[src/rtl/pong_score_keeper_pkg.sv]
// Shared types and widths for the pong game-state controller.
package pong_pkg;

    typedef enum logic [1:0] {
        IDLE       = 2'd0,
        SERVE_WAIT = 2'd1,
        PLAY       = 2'd2,
        GAME_OVER  = 2'd3
    } state_t;

    localparam int SCORE_W     = 3;
    localparam int SERVE_CNT_W = 8;

endpackage

[src/rtl/pong_score_keeper_rise_detect.sv]
// Single-register rising-edge detector; the edge output is combinational off the registered level.
module rise_detect (
    input  logic i_clk,
    input  logic i_rst_n,
    input  logic i_level,
    output logic o_rise
);

    logic r_prev;

    always_ff @(posedge i_clk or negedge i_rst_n) begin
        if (!i_rst_n) r_prev <= 1'b0;
        else          r_prev <= i_level;
    end

    assign o_rise = i_level & ~r_prev;

endmodule

[src/rtl/pong_score_keeper.sv]
// Pong game-state controller: scores, frame-aligned goal updates, serve timing, game over.
module pong_score_keeper
    import pong_pkg::*;
#(
    parameter int MAX_SCORE    = 7,
    parameter int SERVE_FRAMES = 60
) (
    input  logic               i_clk,
    input  logic               i_rst_n,
    input  logic               i_frame_start,
    input  logic               i_start_btn,
    input  logic               i_goal_p0,
    input  logic               i_goal_p1,
    output logic [SCORE_W-1:0] o_score_p0,
    output logic [SCORE_W-1:0] o_score_p1,
    output logic               o_serve,
    output logic               o_serve_dir,
    output logic               o_game_over,
    output logic               o_winner,
    output logic               o_draw
);

    localparam logic [SCORE_W-1:0]     MAX_S    = SCORE_W'(MAX_SCORE);
    localparam logic [SERVE_CNT_W-1:0] CNT_INIT = SERVE_CNT_W'(SERVE_FRAMES);

    state_t                 r_state;
    logic [SERVE_CNT_W-1:0] r_cnt;
    logic [SCORE_W-1:0]     r_score_p0, r_score_p1;
    logic                   r_pend_p0, r_pend_p1;
    logic                   r_serve, r_serve_dir, r_game_over, r_winner, r_draw;

    logic w_start_rise, w_goal0_rise, w_goal1_rise;

    rise_detect u_rd_start (.i_clk(i_clk), .i_rst_n(i_rst_n), .i_level(i_start_btn), .o_rise(w_start_rise));
    rise_detect u_rd_goal0 (.i_clk(i_clk), .i_rst_n(i_rst_n), .i_level(i_goal_p0),   .o_rise(w_goal0_rise));
    rise_detect u_rd_goal1 (.i_clk(i_clk), .i_rst_n(i_rst_n), .i_level(i_goal_p1),   .o_rise(w_goal1_rise));

    // Folding the live edge into pending lets a goal on the frame_start cycle count in that frame.
    logic               w_pend0, w_pend1;
    logic [SCORE_W-1:0] w_upd0, w_upd1;
    logic               w_max0, w_max1;

    assign w_pend0 = r_pend_p0 | w_goal0_rise;
    assign w_pend1 = r_pend_p1 | w_goal1_rise;
    assign w_upd0  = (w_pend0 && r_score_p0 != MAX_S) ? r_score_p0 + 1'b1 : r_score_p0;
    assign w_upd1  = (w_pend1 && r_score_p1 != MAX_S) ? r_score_p1 + 1'b1 : r_score_p1;
    assign w_max0  = (w_upd0 == MAX_S);
    assign w_max1  = (w_upd1 == MAX_S);

    always_ff @(posedge i_clk or negedge i_rst_n) begin
        if (!i_rst_n) begin
            r_state     <= IDLE;
            r_cnt       <= '0;
            r_score_p0  <= '0;
            r_score_p1  <= '0;
            r_pend_p0   <= 1'b0;
            r_pend_p1   <= 1'b0;
            r_serve     <= 1'b0;
            r_serve_dir <= 1'b0;
            r_game_over <= 1'b0;
            r_winner    <= 1'b0;
            r_draw      <= 1'b0;
        end else begin
            r_serve <= 1'b0;
            case (r_state)
                IDLE: begin
                    if (w_start_rise) begin
                        r_cnt       <= CNT_INIT;
                        r_serve_dir <= 1'b0;
                        r_state     <= SERVE_WAIT;
                    end
                end
                SERVE_WAIT: begin
                    if (i_frame_start) begin
                        r_cnt <= r_cnt - 1'b1;
                        if (r_cnt == SERVE_CNT_W'(1)) begin
                            r_serve <= 1'b1;
                            r_state <= PLAY;
                        end
                    end
                end
                PLAY: begin
                    if (!i_frame_start) begin
                        r_pend_p0 <= w_pend0;
                        r_pend_p1 <= w_pend1;
                    end else if (w_pend0 || w_pend1) begin
                        r_score_p0 <= w_upd0;
                        r_score_p1 <= w_upd1;
                        r_pend_p0  <= 1'b0;
                        r_pend_p1  <= 1'b0;
                        if (w_pend0 ^ w_pend1) r_serve_dir <= w_pend1;
                        if (w_max0 || w_max1) begin
                            r_game_over <= 1'b1;
                            r_winner    <= w_max0 & ~w_max1;
                            r_draw      <= w_max0 & w_max1;
                            r_state     <= GAME_OVER;
                        end else begin
                            r_cnt   <= CNT_INIT;
                            r_state <= SERVE_WAIT;
                        end
                    end
                end
                GAME_OVER: begin
                    if (w_start_rise) begin
                        r_score_p0  <= '0;
                        r_score_p1  <= '0;
                        r_game_over <= 1'b0;
                        r_winner    <= 1'b0;
                        r_draw      <= 1'b0;
                        r_cnt       <= CNT_INIT;
                        r_state     <= SERVE_WAIT;
                    end
                end
                default: r_state <= IDLE;
            endcase
        end
    end

    assign o_score_p0  = r_score_p0;
    assign o_score_p1  = r_score_p1;
    assign o_serve     = r_serve;
    assign o_serve_dir = r_serve_dir;
    assign o_game_over = r_game_over;
    assign o_winner    = r_winner;
    assign o_draw      = r_draw;

endmodule

[config.mk]
export PLATFORM = sky130hd
export DESIGN_NAME = pong_score_keeper
export DESIGN_NICKNAME = d
export VERILOG_FILES = /design/src/rtl/pong_score_keeper_pkg.sv /design/src/rtl/pong_score_keeper_rise_detect.sv /design/src/rtl/pong_score_keeper.sv
export SDC_FILE = /design/constraint.sdc
export NUM_CORES = 1
export LEC_CHECK = 0
export CAP_MARGIN = 40
export CORE_ASPECT_RATIO = 1.1
export CORE_MARGIN = 1.5
export CORE_UTILIZATION = 40
export DETAILED_ROUTE_END_ITERATION = 12
export PLACE_DENSITY_LB_ADDON = 0.15
export SYNTH_ARGS = -nofsm -noshare
export SYNTH_HDL_FRONTEND = slang
export SYNTH_HIERARCHICAL = 1
export SYNTH_SLANG_ARGS = --single-unit
export TNS_END_PERCENT = 50
[constraint.sdc]
create_clock -name i_clk -period 3.01 [get_ports i_clk]
set_input_delay 0.4515 -clock i_clk [delete_from_list [all_inputs] [get_ports i_clk]]
set_output_delay 0.4515 -clock i_clk [all_outputs]
set_load 0.005 [all_outputs]
# Word level (Yosys, flattened, before mapping)
# Cells that the tools add are included.
[classes] multipliers=0 eq_ne=19 muxes=45 shifts=0 order_cmp=0 n_reduce_logical=14 div=0 n_addsub=3 bitwise=12
[op_table] op="two-way mux 8 bit" n=5
[op_table] op="case mux 8 bit (3 select lines)" n=1
[op_table] op="two-way mux 3 bit" n=7
[op_table] op="AND reduction 5 bit" n=4
[op_table] op="two-way mux 1 bit" n=19
[op_table] op="!= test 2 bit (second input constant)" n=7
[op_table] op="two-way mux 2 bit" n=6
[op_table] op="case mux 3 bit (2 select lines)" n=2
[op_table] op="equality test 8 x 1 -> 1 bit (second input constant)" n=1
[op_table] op="!= test 2 x 1 -> 1 bit (second input constant)" n=4
[op_table] op="case mux 1 bit (2 select lines)" n=4
[op_table] op="subtractor 8 x 1 -> 8 bit (second input constant)" n=1
[op_table] op="adder 3 x 1 -> 3 bit (second input constant)" n=2
[op_table] op="equality test 3 bit (second input constant)" n=2
[op_table] op="!= test 3 bit (second input constant)" n=2
[op_table] op="case mux 2 bit (3 select lines)" n=1
[op_table] op="AND 1 bit" n=5
[op_table] op="equality test 2 bit (second input constant)" n=2
[op_table] op="NOT 1 bit" n=4
[op_table] op="AND reduction 4 bit" n=1
[op_table] op="nonzero test 2 bit" n=2
[op_table] op="equality test 2 x 1 -> 1 bit (second input constant)" n=1
[op_table] op="logical AND 1 bit" n=2
[op_table] op="zero test 2 bit" n=1
[op_table] op="other kinds (5)" n=7
[word_totals] ff_bits=26 rom_bits=0 out_inout_bits=11 wordCells=107 latch_bits=0 memories=0 ramBits=0 input_bits=6

# Logic depth before layout (Yosys ltp)
[depth] depth_word=12 ltp_mapped=9 depth_no_buf=8

# Cells and area by module
# The synthesis kept the hierarchy.
[by_module_without_submodules] module="pong_score_keeper" cells_per_inst=143 instances=1 seq_area_each_um2=575.6 area_per_inst_um2=1451.4
[by_module_without_submodules] module="rise_detect" cells_per_inst=2 instances=3 seq_area_each_um2=25.0 area_per_inst_um2=38.8

# Worst setup path after synthesis
# OpenSTA, ideal clock, no wires.
[synth_timing] path_type="register -> register" startpoint="reg r_score_p0[0] (netlist: o_score_p0[0])" endpoint="reg r_cnt[2]" t_required_ns=2.875 arrival_time_ns=1.918 stages_incl_launch_ff=9 path_buffers=1 path_slack_ns=0.956 period_less_slack_ns=2.054 setup_time_ns=0.135 path_cell_list="dfrtp_1 > ha_1 > ha_1 > o21bai_1 > mux2_4 > a21bo_4 > and2_4 > buf_6 > a2bb2oi_1"
[synth_between] elab_chain_cells=7 elab_cells_between_ends=8 cone_classes="add/sub (1); eq/ne (3); mux (1); reduce/logical (3)"
[synth_rtl] element="start: declaration" line_no="pong_score_keeper.sv:28" source="logic [SCORE_W-1:0] r_score_p0, r_score_p1;"
[synth_rtl] element="start signal: assignment" line_no="pong_score_keeper.sv:87" source="r_score_p0 <= w_upd0;"
[synth_rtl] element="branches (longest 2 deep; another with adder 3 x 1 -> 3 bit)"
[synth_rtl] element="two-way mux 3 bit (*)" line_no="pong_score_keeper.sv:45" source="assign w_upd0 = (w_pend0 && r_score_p0 != MAX_S) ? r_score_p0 + 1'b1 : r_score_p0;"
[synth_rtl] element="equality test 3 bit (*)" line_no="pong_score_keeper.sv:47" source="assign w_max0 = (w_upd0 == MAX_S);"
[synth_rtl] element="logical OR 1 bit (*)" line_no="pong_score_keeper.sv:92" source="if (w_max0 || w_max1) begin"
[synth_rtl] element="!= test 2 bit (no source line) (*)"
[synth_rtl] element="AND reduction 5 bit (no source line) (*)"
[synth_rtl] element="end signal: assignment" line_no="pong_score_keeper.sv:75" source="r_cnt <= r_cnt - 1'b1;"
[synth_rtl] element="end: declaration" line_no="pong_score_keeper.sv:27" source="logic [SERVE_CNT_W-1:0] r_cnt;"
# Mark *: on every way between the ends.
# A chain may end at the register's enable or synchronous reset.

# Final worst setup path
[layout_timing] startpoint="in i_goal_p1" endpoint="reg r_cnt[6]"
[layout_between] elab_chain_cells=8 elab_cells_between_ends=10 cone_classes="eq/ne (3); mux (1); bitwise (2); reduce/logical (4)"
[layout_rtl] element="start: declaration" line_no="pong_score_keeper.sv:13" source="input logic i_goal_p1,"
[layout_rtl] element="AND 1 bit (*)" line_no="pong_score_keeper_rise_detect.sv:16" source="assign o_rise = i_level & ~r_prev;"
[layout_rtl] element="named net w_goal1_rise" line_no="pong_score_keeper.sv:32" source="logic w_start_rise, w_goal0_rise, w_goal1_rise;"
[layout_rtl] element="OR 1 bit (*)" line_no="pong_score_keeper.sv:44" source="assign w_pend1 = r_pend_p1 | w_goal1_rise;"
[layout_rtl] element="logical AND 1 bit" line_no="pong_score_keeper.sv:46" source="assign w_upd1 = (w_pend1 && r_score_p1 != MAX_S) ? r_score_p1 + 1'b1 : r_score_p1;"
[layout_rtl] element="two-way mux 3 bit" line_no="pong_score_keeper.sv:46"
[layout_rtl] element="equality test 3 bit" line_no="pong_score_keeper.sv:48" source="assign w_max1 = (w_upd1 == MAX_S);"
[layout_rtl] element="logical OR 1 bit" line_no="pong_score_keeper.sv:92"
[layout_rtl] element="!= test 2 bit (no source line)"
[layout_rtl] element="AND reduction 5 bit (no source line) (*)"
# Mark *: on every way through the listed nets, which the timed path passes. The rest lies on a longest branch.

==> reports/results.txt <==
Ranked by instance count, the synthesized netlist is headed by sky130_fd_sc_hd__dfrtp_1 (26), sky130_fd_sc_hd__ha_1 (11), sky130_fd_sc_hd__nor2_1 (9). The synthesized netlist occupies a cell area of 0.00157 mm2. The clock input transition at the sequential cells of the worst setup and hold paths is 0.09 ns, and the fraction of final layout cells sized beyond drive strength 1 is 10.9%. The run gives 1232 as the via count of the first global-routing pass. The clock network burns 17.6% of the power. The layout-stage area growth over the synthesis result is 16.7%.

The sink of the worst hold path is o_draw$_DFFE_PN0P_. For the number of vias after detailed routing, the log shows 1196. In this run, post-CTS repair resized a total of 0 instances.

Derived from the worst setup path, the maximum achievable clock frequency is 0.426 GHz. Post-detailed-route wirelength per cell: 14.6 um. The end-of-flow core utilization came out at 49.3%.

The number of antenna violations at the first check in global routing is 0. The placed wire-length estimate after detailed placement was 2.33 mm; the latest clock arrival within the worst-skew pair was 0.27 ns. The number of post-CTS setup repair buffers is 0. The run finished with clean final reports. Worst setup margin: 0.665 ns. For the final database, setup skew stands at 0.00151 ns.

The logs give 1 for the H-tree depth reported by CTS and 40.9% for the combinational group share of total power. Once the floorplan was initialized, standard cells occupied 42.2% of the core. The overall fraction of global-route tracks in use is 15.9%, and the residual overflow from global routing is 0. Count of fill cells added during filler insertion: 350.

The critical-path maximum fanout came out at 12. The tools report the critical path data arrival time as 2.56 ns. In this run the mean area of a mapped cell was 10.5 um2. The cell count after synthesis was 149; the leakage power was 0.817 nW.

In the post-synthesis netlist, the cell with the most instances is sky130_fd_sc_hd__dfrtp_1. The worst hold path begins at o_draw$_DFFE_PN0P_. In this run the biggest area consumer among cell types represents 41.5% of the synthesized area.

The number of maximum-capacitance violations was 0. The floorplan step set the die width to 62.7 um. Setup repair after global routing left no endpoint under its margin. The final critical path takes up 77.9% of the cycle. The number of antenna diodes in the final layout is 0. Kind of end point of the critical path: a flop. The tools report the type of origin of the critical path as a primary input. The final number of max-transition violations was 0. After synthesis, the share of flip-flops with an asynchronous set or reset is 100%. Summed over all layers, the routed wires come to 3.13 mm. The cell chosen for the clock root was sky130_fd_sc_hd__clkbuf_8. In this run switching power makes up 35.8% of total power. After routing the design area is 0.00183 mm2. Counting I/O delays and the setup requirement, the final critical path takes 2.34 ns. Measured in cells, the most critical reg-to-reg path has a length of 7. Setup violations remaining at the end of the flow were counted as 0. Worst flop-to-flop path startpoint: r_state[0]$_DFFE_PN0P_. The final RePlAce weighted congestion was 0.770. The hold-critical path depth is 2. TritonCTS built the clock tree. The worst hold margin was 0.488 ns; the hold buffer count at cts was 0. In this run the standard cell core region covers 0.00371 mm2. Summed over all failing endpoints, the final setup total negative slack is 0 ns. Among all flip-flop cells after synthesis, the most frequent one is sky130_fd_sc_hd__dfrtp_1.

Clock tree synthesis found a total of 26 sinks. The tools report the peak supply drop as 0.389 mV. The relative slew slack is 61.9%. The synthesized design spends more area on one cell type than any other, namely sky130_fd_sc_hd__dfrtp_1. For the cell row count, the log shows 23. The path class of the tightest hold or removal check is flop to flop.

The run gives 27 as the maximum number of pins on one net before global-route repair. By area the synthesized netlist is led by sky130_fd_sc_hd__dfrtp_1 (42%), sky130_fd_sc_hd__ha_1 (8.8%), sky130_fd_sc_hd__mux2i_1 (3.2%). In this run the count of I/O pins placed on the die edge is 17.

For the part of the Yosys area used for sequential elements, the log shows 41.5%. The number of input and output port buffers inserted is 16, and the required time of the critical path is 3.22 ns. At the pin with the least slew margin, the transition time is 0.571 ns. The die height is 68.7 um. In this run, CTS created clock tree buffers numbering 3. The worst slack at placement is 0.379 ns.

During synthesis, Yosys emitted a total of 6 warnings. The logs give 0 for the final count of hold timing violations and 0.00177 mm2 for the instance area at placement. The tools report the count of TritonRoute iterations in the first routing pass as 4. The tools report the endpoint of the lowest-slack register-to-register path as o_draw$_DFFE_PN0P_.

For the wire length of the first global-routing pass, the log shows 5.42 mm. The iteration-0 DRC count of the detailed router was 48; the power spent charging and discharging nets was 0.463 mW. The run gives 2 as the number of buffers between clock root and the deepest sink.

Across all register-to-register paths, the minimum setup slack is 0.87 ns. Number of flops mapped to enable cells by yosys: 0. The critical path is of the primary input to flop type. In this run, synthesis produced a sequential element count of 26. The number of vias per cell after detailed routing was 5.56; the post-detailed-route count of antenna-violating nets was 0.

For this run, design rule violations remaining after detail routing come to 0. The power density of the placed cells is 708 mW/mm2, and the final net count is 183. The internal portion of the total power is 0.832 mW.

The run gives 166 as the post-synthesis net count. In this run, distinct cell masters in the synthesized netlist total 42. The share of total power dissipated in sequential elements is 41.5%. The run gives 0.00430 mm2 as the overall die area.
## through the flow
stage	std cells	total power, mW
2_1_floorplan	149	0.922
3_5_place_dp	211	1.08
5_1_grt	215	1.40
6_report	215	1.30
3_3_place_gp	211	1.05
4_1_cts	215	1.32
## kinds of logic after synthesis
group                    Yosys count  share of synthesized area (%)
flip-flops                        26                           41.5
buffers and inverters             14                           3.91
AO/OA/AOI/OAI                     39                           19.5
adder cells (fa/ha/maj)           11                           8.78
AND/OR/NAND/NOR                   50                           19.8
multiplexers                       9                           6.54
## routing by layer
layer	wire length (um)	global-route usage, %
met1	1360	17.7
met2	1670	31.7
met3	60	2.11
met4	34	5.28
met5	0	0
## how the worst max path moves through the flow
stage,depth (start not counted),startpoint,end
2_1_floorplan,8,o_score_p0[0]$_DFFE_PN0P_,r_cnt[2]$_DFFE_PN0P_
3_3_place_gp,10,i_goal_p1,r_cnt[6]$_DFFE_PN0P_
3_5_place_dp,10,i_goal_p1,r_cnt[6]$_DFFE_PN0P_
4_1_cts,10,i_goal_p1,r_cnt[6]$_DFFE_PN0P_
5_1_grt,10,i_goal_p1,r_cnt[6]$_DFFE_PN0P_
6_report,10,i_goal_p1,r_cnt[6]$_DFFE_PN0P_
## final cells by class
class / count / area (um2) / area share, %
multi-input cells: 109 / 856 / 46.8
well taps: 50 / 62.6 / 3.42
repair buffers: 18 / 175 / 9.58
clock buffers: 4 / 55.1 / 3.01
inverters: 8 / 30.0 / 1.64
flip-flops and latches: 26 / 651 / 35.6
## worst max-delay path, cell delays in order
cell	delay [ns]
sky130_fd_sc_hd__clkdlybuf4s50_1	0.47
sky130_fd_sc_hd__nor2b_4	0.16
sky130_fd_sc_hd__nor2_1	0.08
sky130_fd_sc_hd__ha_1	0.22
sky130_fd_sc_hd__nand2b_1	0.21
sky130_fd_sc_hd__a221oi_2	0.23
sky130_fd_sc_hd__buf_4	0.21
sky130_fd_sc_hd__nor4b_1	0.27
sky130_fd_sc_hd__a21o_1	0.12
sky130_fd_sc_hd__a221o_1	0.13
## flip-flops by register name (all words and copies together) (netlist names)
| register | flops |
|---|---|
| o_draw | 1 |
| r_state | 2 |
| u_rd_goal0/r_prev | 1 |
| r_cnt | 8 |
| u_rd_start/r_prev | 1 |
| o_winner | 1 |
| o_serve | 1 |
| o_serve_dir | 1 |
| r_pend_p1 | 1 |
| o_score_p0 | 3 |
| o_game_over | 1 |
| r_pend_p0 | 1 |
| o_score_p1 | 3 |
| u_rd_goal1/r_prev | 1 |
## layout by cell type (no fill, tap or decap), types with 5 or more instances in the layout
| cell | count |
|---|---|
| sky130_fd_sc_hd__a21oi_1 | 8 |
| sky130_fd_sc_hd__a22o_1 | 5 |
| sky130_fd_sc_hd__nor2_1 | 9 |
| sky130_fd_sc_hd__mux2i_1 | 5 |
| sky130_fd_sc_hd__inv_1 | 8 |
| sky130_fd_sc_hd__ha_1 | 11 |
| sky130_fd_sc_hd__nor3_1 | 6 |
| sky130_fd_sc_hd__clkdlybuf4s50_1 | 16 |
| sky130_fd_sc_hd__and3_1 | 5 |
| sky130_fd_sc_hd__dfrtp_1 | 26 |
## power by group through the flow
stage               Sequential (mW)  Clock, mW  Combinational (mW)
floorplan                     0.517          0               0.405
global placement              0.537          0               0.514
detailed placement            0.544          0               0.537
CTS                           0.537      0.242               0.539
global route                  0.555      0.255               0.589
finish                        0.538      0.228               0.529
(Power assumes the default switching activity.)
